===== config.mk =====
export PLATFORM = sky130hd
export DESIGN_NAME = id_ex_pipe_reg
export DESIGN_NICKNAME = d
export VERILOG_FILES = /design/src/rtl/id_ex_pipe_reg.sv
export SDC_FILE = /design/constraint.sdc
export NUM_CORES = 1
export LEC_CHECK = 0
export CAP_MARGIN = 20
export CORE_ASPECT_RATIO = 1.75
export CORE_MARGIN = 5
export CORE_UTILIZATION = 40
export CTS_CLUSTER_SIZE = 12
export DETAILED_ROUTE_END_ITERATION = 16
export PLACE_DENSITY = 0.78
export SYNTH_ARGS = -nofsm -noshare
export SYNTH_HDL_FRONTEND = slang
export SYNTH_SLANG_ARGS = --single-unit

===== constraint.sdc =====
create_clock -name clk1 -period 2.2 [get_ports clk1]
set_clock_uncertainty 0.15 [all_clocks]
set_input_delay 0.44 -clock clk1 [delete_from_list [all_inputs] [get_ports clk1]]
set_output_delay 0.44 -clock clk1 [all_outputs]
set_load 0.02 [all_outputs]

===== src/rtl/id_ex_pipe_reg.sv =====
// ID/EX pipeline register: decode fields, valid bit, stall/flush control and saturating bubble/stall counters.
// Latency: one clk1 cycle from inputs to outputs; every output comes straight from a flop.
// Backpressure: stall holds the register and does not sample inputs; flush overrides stall.
module id_ex_pipe_reg #(
    parameter int REG_AW  = 3,
    parameter int DATA_W  = 8,
    parameter int ALUFN_W = 1,
    parameter int CNT_W   = 8
) (
    input  logic                 clk1,
    input  logic                 rst,
    input  logic                 stall,
    input  logic                 flush,
    input  logic                 in_valid,
    input  logic [REG_AW-1:0]    ra_in,
    input  logic [REG_AW-1:0]    rb_in,
    input  logic [REG_AW-1:0]    rd_in,
    input  logic [DATA_W-1:0]    imm_in,
    input  logic [DATA_W-1:0]    m1_in,
    input  logic [DATA_W-1:0]    m2_in,
    input  logic [5+ALUFN_W:0]   ctrl_in,
    output logic                 out_valid,
    output logic [REG_AW-1:0]    ra_out,
    output logic [REG_AW-1:0]    rb_out,
    output logic [REG_AW-1:0]    rd_out,
    output logic [DATA_W-1:0]    imm_out,
    output logic [DATA_W-1:0]    m1_out,
    output logic [DATA_W-1:0]    m2_out,
    output logic [5+ALUFN_W:0]   ctrl_out,
    output logic [CNT_W-1:0]     bubble_cnt,
    output logic [CNT_W-1:0]     stall_cnt
);

    localparam int CTRL_W = 6 + ALUFN_W;

    typedef struct packed {
        logic              vld;
        logic [REG_AW-1:0] ra;
        logic [REG_AW-1:0] rb;
        logic [REG_AW-1:0] rd;
        logic [DATA_W-1:0] imm;
        logic [DATA_W-1:0] m1;
        logic [DATA_W-1:0] m2;
        logic [CTRL_W-1:0] ctrl;
    } idex_t;

    idex_t stage_q;
    idex_t stage_d;
    logic  bubble_evt;
    logic  stall_evt;

    // A bubble is an all-zero entry, so ctrl can never be non-zero without vld.
    always_comb begin
        stage_d    = stage_q;
        bubble_evt = 1'b0;
        stall_evt  = 1'b0;
        if (flush) begin
            stage_d    = '0;
            bubble_evt = 1'b1;
        end else if (stall) begin
            stall_evt  = 1'b1;
        end else if (in_valid) begin
            stage_d.vld  = 1'b1;
            stage_d.ra   = ra_in;
            stage_d.rb   = rb_in;
            stage_d.rd   = rd_in;
            stage_d.imm  = imm_in;
            stage_d.m1   = m1_in;
            stage_d.m2   = m2_in;
            stage_d.ctrl = ctrl_in;
        end else begin
            stage_d    = '0;
            bubble_evt = 1'b1;
        end
    end

    always_ff @(posedge clk1) begin
        if (rst) begin
            stage_q <= '0;
        end else begin
            stage_q <= stage_d;
        end
    end

    // Statistics counters stick at all-ones rather than wrapping.
    always_ff @(posedge clk1) begin
        if (rst) begin
            bubble_cnt <= '0;
            stall_cnt  <= '0;
        end else begin
            if (bubble_evt && (bubble_cnt != {CNT_W{1'b1}})) begin
                bubble_cnt <= bubble_cnt + CNT_W'(1);
            end
            if (stall_evt && (stall_cnt != {CNT_W{1'b1}})) begin
                stall_cnt <= stall_cnt + CNT_W'(1);
            end
        end
    end

    assign out_valid = stage_q.vld;
    assign ra_out    = stage_q.ra;
    assign rb_out    = stage_q.rb;
    assign rd_out    = stage_q.rd;
    assign imm_out   = stage_q.imm;
    assign m1_out    = stage_q.m1;
    assign m2_out    = stage_q.m2;
    assign ctrl_out  = stage_q.ctrl;

endmodule


==> results by group, run 1 <==
Place
  • I/O Buffers: 101
  • HPWL Detailed: 4450 um
  • Dpl cells: 370
  • GPL Wtd Cong: 0.888

Critical path
  • Crit start category: register
  • Critical path class: register to output port
  • Crit path cell chain: clkdlybuf4s50_1
  • Critical Path Sink Type: output port
  • CP peak stage delay: 0.65 ns
  • Worst reg2reg endpoint: bubble_cnt[1]$_SDFFE_PP0P_
  • R2r setup slk: 0.37 ns
  • Critical path arrival: 1.42 ns
  • Slowest CP cell: clkdlybuf4s50_1
  • Reg2Reg Depth: 5
  • Worst Path Buf+Inv: 1
  • Worst r2r src: bubble_cnt[0]$_SDFFE_PP0P_
  • Delay-heaviest family, CP: buffers and inverters
  • CP Data Required Time: 1.61 ns
  • Crit path max fanout: 8

Worst hold path
  • Hold Crit Class: register to register
  • Hold EP: out_valid$_SDFFE_PP0N_
  • Worst Hold Depth: 2
  • Hold path start: out_valid$_SDFFE_PP0N_

Routing
  • Routed vias: 2083
  • Initial DRC count: 110
  • 1st-pass router iterations: 4
  • Final WL: 6040 um
  • Vias per cell: 5.40
  • Routed length per instance: 15.7 um
  • Post-route ant nets: 0
  • Post-route DRC: 0

Clock network
  • TritonCTS clock tree: yes
  • Clock Sinks: 57
  • Clk root buf: clkbuf_8
  • CTS resizes: 0
  • CTS Buffer Depth: 2
  • CTS Buf Count: 9
  • H-tree depth: 3
  • Clock Latency Late Sink: 0.33 ns
  • Post-CTS setup buffers: 0
  • Post-CTS Hold Buffers: 0
  • Clock transition at path regs: 0.06 ns

Synth
  • Syn Inst Count: 227
  • Synth Cell Area: 2160 um^2
  • Top-count cell post-synth: dfxtp_1
  • Synth warn: 0
  • Commonest cells post-synth: dfxtp_1 (57), nor2_1 (50), a22oi_1 (40), clkbuf_1 (14)
  • Synth area leader: dfxtp_1
  • Synth top area cells: dfxtp_1 (53%), a22oi_1 (14%), nor2_1 (8.7%), clkbuf_1 (2.4%), mux2i_1 (2.3%)
  • Main synth FF type: dfxtp_1
  • Synthesized net count: 274
  • Syn avg cell area: 9.54 um^2
  • Post-synth EDFFs: 0
  • Distinct cell type count after synthesis: 35
  • Register area share after synthesis: 0.527
  • Asr flop ratio synth: 0
  • Area share of the largest cell type after synthesis: 0.527
  • FF+latch count, synth: 57

Layout
  • Number of diodes: 0
  • Final nets: 373
  • Fraction of layout cells with a size suffix above 1: 0.0876
  • Final std cells w/o fill: 386
  • Fin util: 0.656
  • Area growth, synth to finish: 59.3%

Timing
  • Final setup vio count: 0
  • Worst hold slack: 0.353 ns
  • Fmax: 0.496 GHz
  • Final period util: 0.916
  • Slew Limit Fails: 0
  • Setup TNS: 0 ns
  • Final Hold Fails: 0
  • Min Tclk post-route: 2.01 ns
  • RSZ-0062 raised after global routing: no
  • Slew @ Worst Pin: 0.712 ns
  • Worst relative slew slack: 0.525

GRT
  • Initial antenna violation count: 0
  • First-pass GRT wire length: 9270 um
  • Overall routing resource usage: 0.174
  • Vias in the first global route: 1998
  • Largest net degree at the start of global routing: 41
  • Gr ovfl total: 0

Floorplanning
  • Initial core utilization: 0.412
  • Rows: 35
  • I/O pins: 102
  • Die area: 7040 um^2
  • Die Ht: 107 um
  • Core footprint: 5260 um^2
  • Die width: 65.6 um

Run
  • Maxcap violations: 0

Power and ir drop
  • Total power: 2440 uW
  • P_leak: 0.00127 uW
  • PwrDens: 706 nW/um^2
  • Peak VDD IR: 0.000543 V

Run status
  • Status: complete, no violations
cells by family (layout without fill, tap and decap cells):
family,Yosys count,after routing,share of synthesized area
compound gates,60,60,0.216
simple gates,80,80,0.173
mux,5,5,0.0231
flops,57,57,0.527
buf+inv,21,125,0.0410
xor+xnor,2,2,0.00809
fa+ha+maj,2,2,0.0116
cells in the final DEF, fill, tap and decap left out, types with 2 or more instances in the layout:
cell,n
a22oi_1,40
nand2_1,5
clkdlybuf4s50_1,101
o21ai_0,2
nand4_1,5
bufinv_16,2
and3_1,2
nor2_1,50
nand3_1,3
a31oi_1,2
a311oi_1,2
dfxtp_1,57
clkinv_2,2
xor2_1,2
o211a_1,2
a21oi_1,5
mux2i_1,5
buf_4,4
nor3_1,5
ha_1,2
o2111a_1,2
inv_1,3
clkbuf_8,11
flip-flops by register name, summed over array words and instances, names as in the netlist:
name and count:
out_valid 1, m1_out 8, stall_cnt 8, rd_out 3
imm_out 8, m2_out 8, rb_out 3, ra_out 3
ctrl_out 7, bubble_cnt 8
worst max path at each step:
stage / start / to / slack, ns / cells after the start
after floorplan: bubble_cnt[0]$_SDFFE_PP0P_ / bubble_cnt[1]$_SDFFE_PP0P_ / 0.48 / 5
after global placement: stall / bubble_cnt[7]$_SDFFE_PP0P_ / 0.04 / 6
after detailed placement: stall / bubble_cnt[7]$_SDFFE_PP0P_ / -0.01 / 6
after CTS: bubble_cnt[2]$_SDFFE_PP0P_ / bubble_cnt[2] / 0.17 / 1
after global routing: bubble_cnt[2]$_SDFFE_PP0P_ / bubble_cnt[2] / 0.1 / 1
final: bubble_cnt[2]$_SDFFE_PP0P_ / bubble_cnt[2] / 0.19 / 1
power breakdown:
part	internal (uW)	total, uW	switching, uW
sequential	1060	1070	15.9
clock	695	1100	405
combinational	146	264	117
area by class of cell:
| cell class | count | area, um^2 |
|---|---|---|
| tap | 55 | 68.8 |
| inverter | 3 | 11.3 |
| fill | 454 | 1810 |
| multi-input combinational | 149 | 937 |
| clock inverter | 5 | 77.6 |
| clock buffer | 11 | 151 |
| timing repair buffer | 106 | 1060 |
| sequential | 57 | 1140 |
stage by stage:
step	instance area, um^2	setup slack (ns)
after CTS	3450	0.170
final	3450	0.185
after global placement	3220	0.0361
after detailed placement	3220	-0.0114
after global routing	3450	0.0986
after floorplan	2160	0.479
layer usage:
layer | routed length, um | share of wire | track usage | vias up
met4 | 206 | 0.034 | 0.108 | 0
li1 | - | - | - | 1019
met2 | 3420 | 0.57 | 0.324 | 59
met5 | 0 | 0 | 0 | -
met1 | 2190 | 0.36 | 0.166 | 990
met3 | 219 | 0.036 | 0.0397 | 15
Power figures use the tool's default switching activity.
==> run 2, diff against run 1 <==
Settings changed: SLEW_MARGIN set to 25.
==> results of run 2 <==
Final layout, timing and power as in run 1 (identical DEF).
==> run 3, diff against run 2 <==
Settings changed: CORE_ASPECT_RATIO 1.75 to 1.25, REMOVE_ABC_BUFFERS set to 1.
==> run 3 against run 2 <==
Via count shrank 0.29%. Core utilization is 1.2 points lower. First-iteration DRC count up 31%. Hold slack worse by 0.0034 ns. Register-to-register slack better by 0.06 ns. Clock power is 14% lower. Flip-flop and latch count unchanged. Wire length down 1.5%. Non-clock buffer count grew 1.
==> results by group, run 3 (synthesized netlist as in run 1, its figures left out) <==
Routing
  • Routed vias: 2077
  • Routed length per instance: 15.0 um
  • Initial DRC count: 144
  • Vias per cell: 5.24
  • Final WL: 5950 um
  • Post-route ant nets: 0
  • 1st-pass router iterations: 4
  • Post-route DRC: 0

Clock network
  • Post-CTS setup buffers: 0
  • Clock Latency Late Sink: 0.33 ns
  • CTS Buf Count: 9
  • CTS Buffer Depth: 2
  • CTS resizes: 0
  • TritonCTS clock tree: yes
  • H-tree depth: 3
  • Post-CTS Hold Buffers: 0
  • Clk root buf: clkbuf_8
  • Clock Sinks: 57
  • Clock transition at path regs: 0.07 ns

GRT
  • Vias in the first global route: 2045
  • First-pass GRT wire length: 9270 um
  • Gr ovfl total: 0
  • Largest net degree at the start of global routing: 42
  • Initial antenna violation count: 0
  • Overall routing resource usage: 0.174

Floorplanning
  • I/O pins: 102
  • Die width: 75.8 um
  • Rows: 30
  • Core footprint: 5330 um^2
  • Die Ht: 92.2 um
  • Initial core utilization: 0.406
  • Die area: 6990 um^2

Timing
  • Final setup vio count: 0
  • Min Tclk post-route: 2.08 ns
  • Setup ws final: 0.118 ns
  • Slew @ Worst Pin: 0.775 ns
  • RSZ-0062 raised after global routing: no
  • Slew Limit Fails: 0
  • Final period util: 0.946
  • Worst hold slack: 0.350 ns
  • Fmax: 0.480 GHz
  • Final Hold Fails: 0
  • Worst relative slew slack: 0.484

Critical path
  • Crit start category: register
  • Crit path max fanout: 9
  • Worst Path Buf+Inv: 1
  • Crit path cell chain: clkdlybuf4s50_1
  • CP Data Required Time: 1.61 ns
  • Critical Path Sink Type: output port
  • Slowest CP cell: clkdlybuf4s50_1
  • CP peak stage delay: 0.67 ns
  • Reg2Reg Depth: 5
  • Stages on worst setup path: 1
  • Critical path arrival: 1.49 ns
  • Delay-heaviest family, CP: buffers and inverters
  • Critical path class: register to output port

Place
  • Post-DP Area: 3240 um^2
  • HPWL Detailed: 4160 um
  • Dpl ws: 0.0873 ns
  • I/O Buffers: 101
  • GPL Wtd Cong: 0.853

Worst hold path
  • Worst Hold Depth: 2
  • Hold Crit Class: register to register

Power and ir drop
  • Total power: 2280 uW
  • Peak VDD IR: 0.000376 V
  • PwrDens: 665 nW/um^2
  • P_leak: 0.00125 uW

Run
  • Maxcap violations: 0

Layout
  • Most common cell after layout, fill and taps aside: clkdlybuf4s50_1
  • Commonest non-fill, non-tap cells in the layout: clkdlybuf4s50_1 (101), dfxtp_1 (57), nor2_1 (50)
  • Final Cell Area: 3430 um^2
  • Final nets: 374
  • Fraction of layout cells with a size suffix above 1: 0.0904
  • Number of diodes: 0
  • Area growth, synth to finish: 58.6%

Run status
  • Status: complete, no violations
[run 3: layout make-up]
cell class | count | area (um^2)
multi-input cells | 149 | 937
fillers | 484 | 1900
well taps | 64 | 80.1
clock buffers | 9 | 124
repair buffers | 107 | 1070
clock inverters | 7 | 71.3
inverters | 3 | 11.3
flip-flops and latches | 57 | 1140
[run 3: through the flow]
stage	setup TNS [ns]	utilization	cells
detailed placement	0	0.608	380
global route	0	0.644	396
global placement	0	0.608	380
CTS	0	0.644	396
floorplan	-3.20	-	209
finish	0	0.644	396
[run 3: per-layer routing]
layer / track usage / vias up / wire length, um
li1: - / 1022 / -
met1: 0.211 / 952 / 2360
met2: 0.276 / 92 / 2950
met3: 0.0417 / 11 / 506
met4: 0.0948 / 0 / 125
met5: 0 / - / 0
[run 3: path summary, 6_finish.rpt]
kind / start / slack (ns) / end
max reg2reg: bubble_cnt[0]$_SDFFE_PP0P_ / 0.43 / bubble_cnt[1]$_SDFFE_PP0P_
max: stall_cnt[3]$_SDFFE_PP0P_ / 0.12 / stall_cnt[3]
min: out_valid$_SDFFE_PP0N_ / 0.35 / out_valid$_SDFFE_PP0N_
min reg2reg: out_valid$_SDFFE_PP0N_ / 0.35 / out_valid$_SDFFE_PP0N_
[run 3: where the power goes]
part	internal (uW)	switching [uW]	leakage (uW)
logic	148	118	0.000696
registers	1060	16.9	0.000462
clock network	519	427	0.0000912
total	1720	562	0.00125
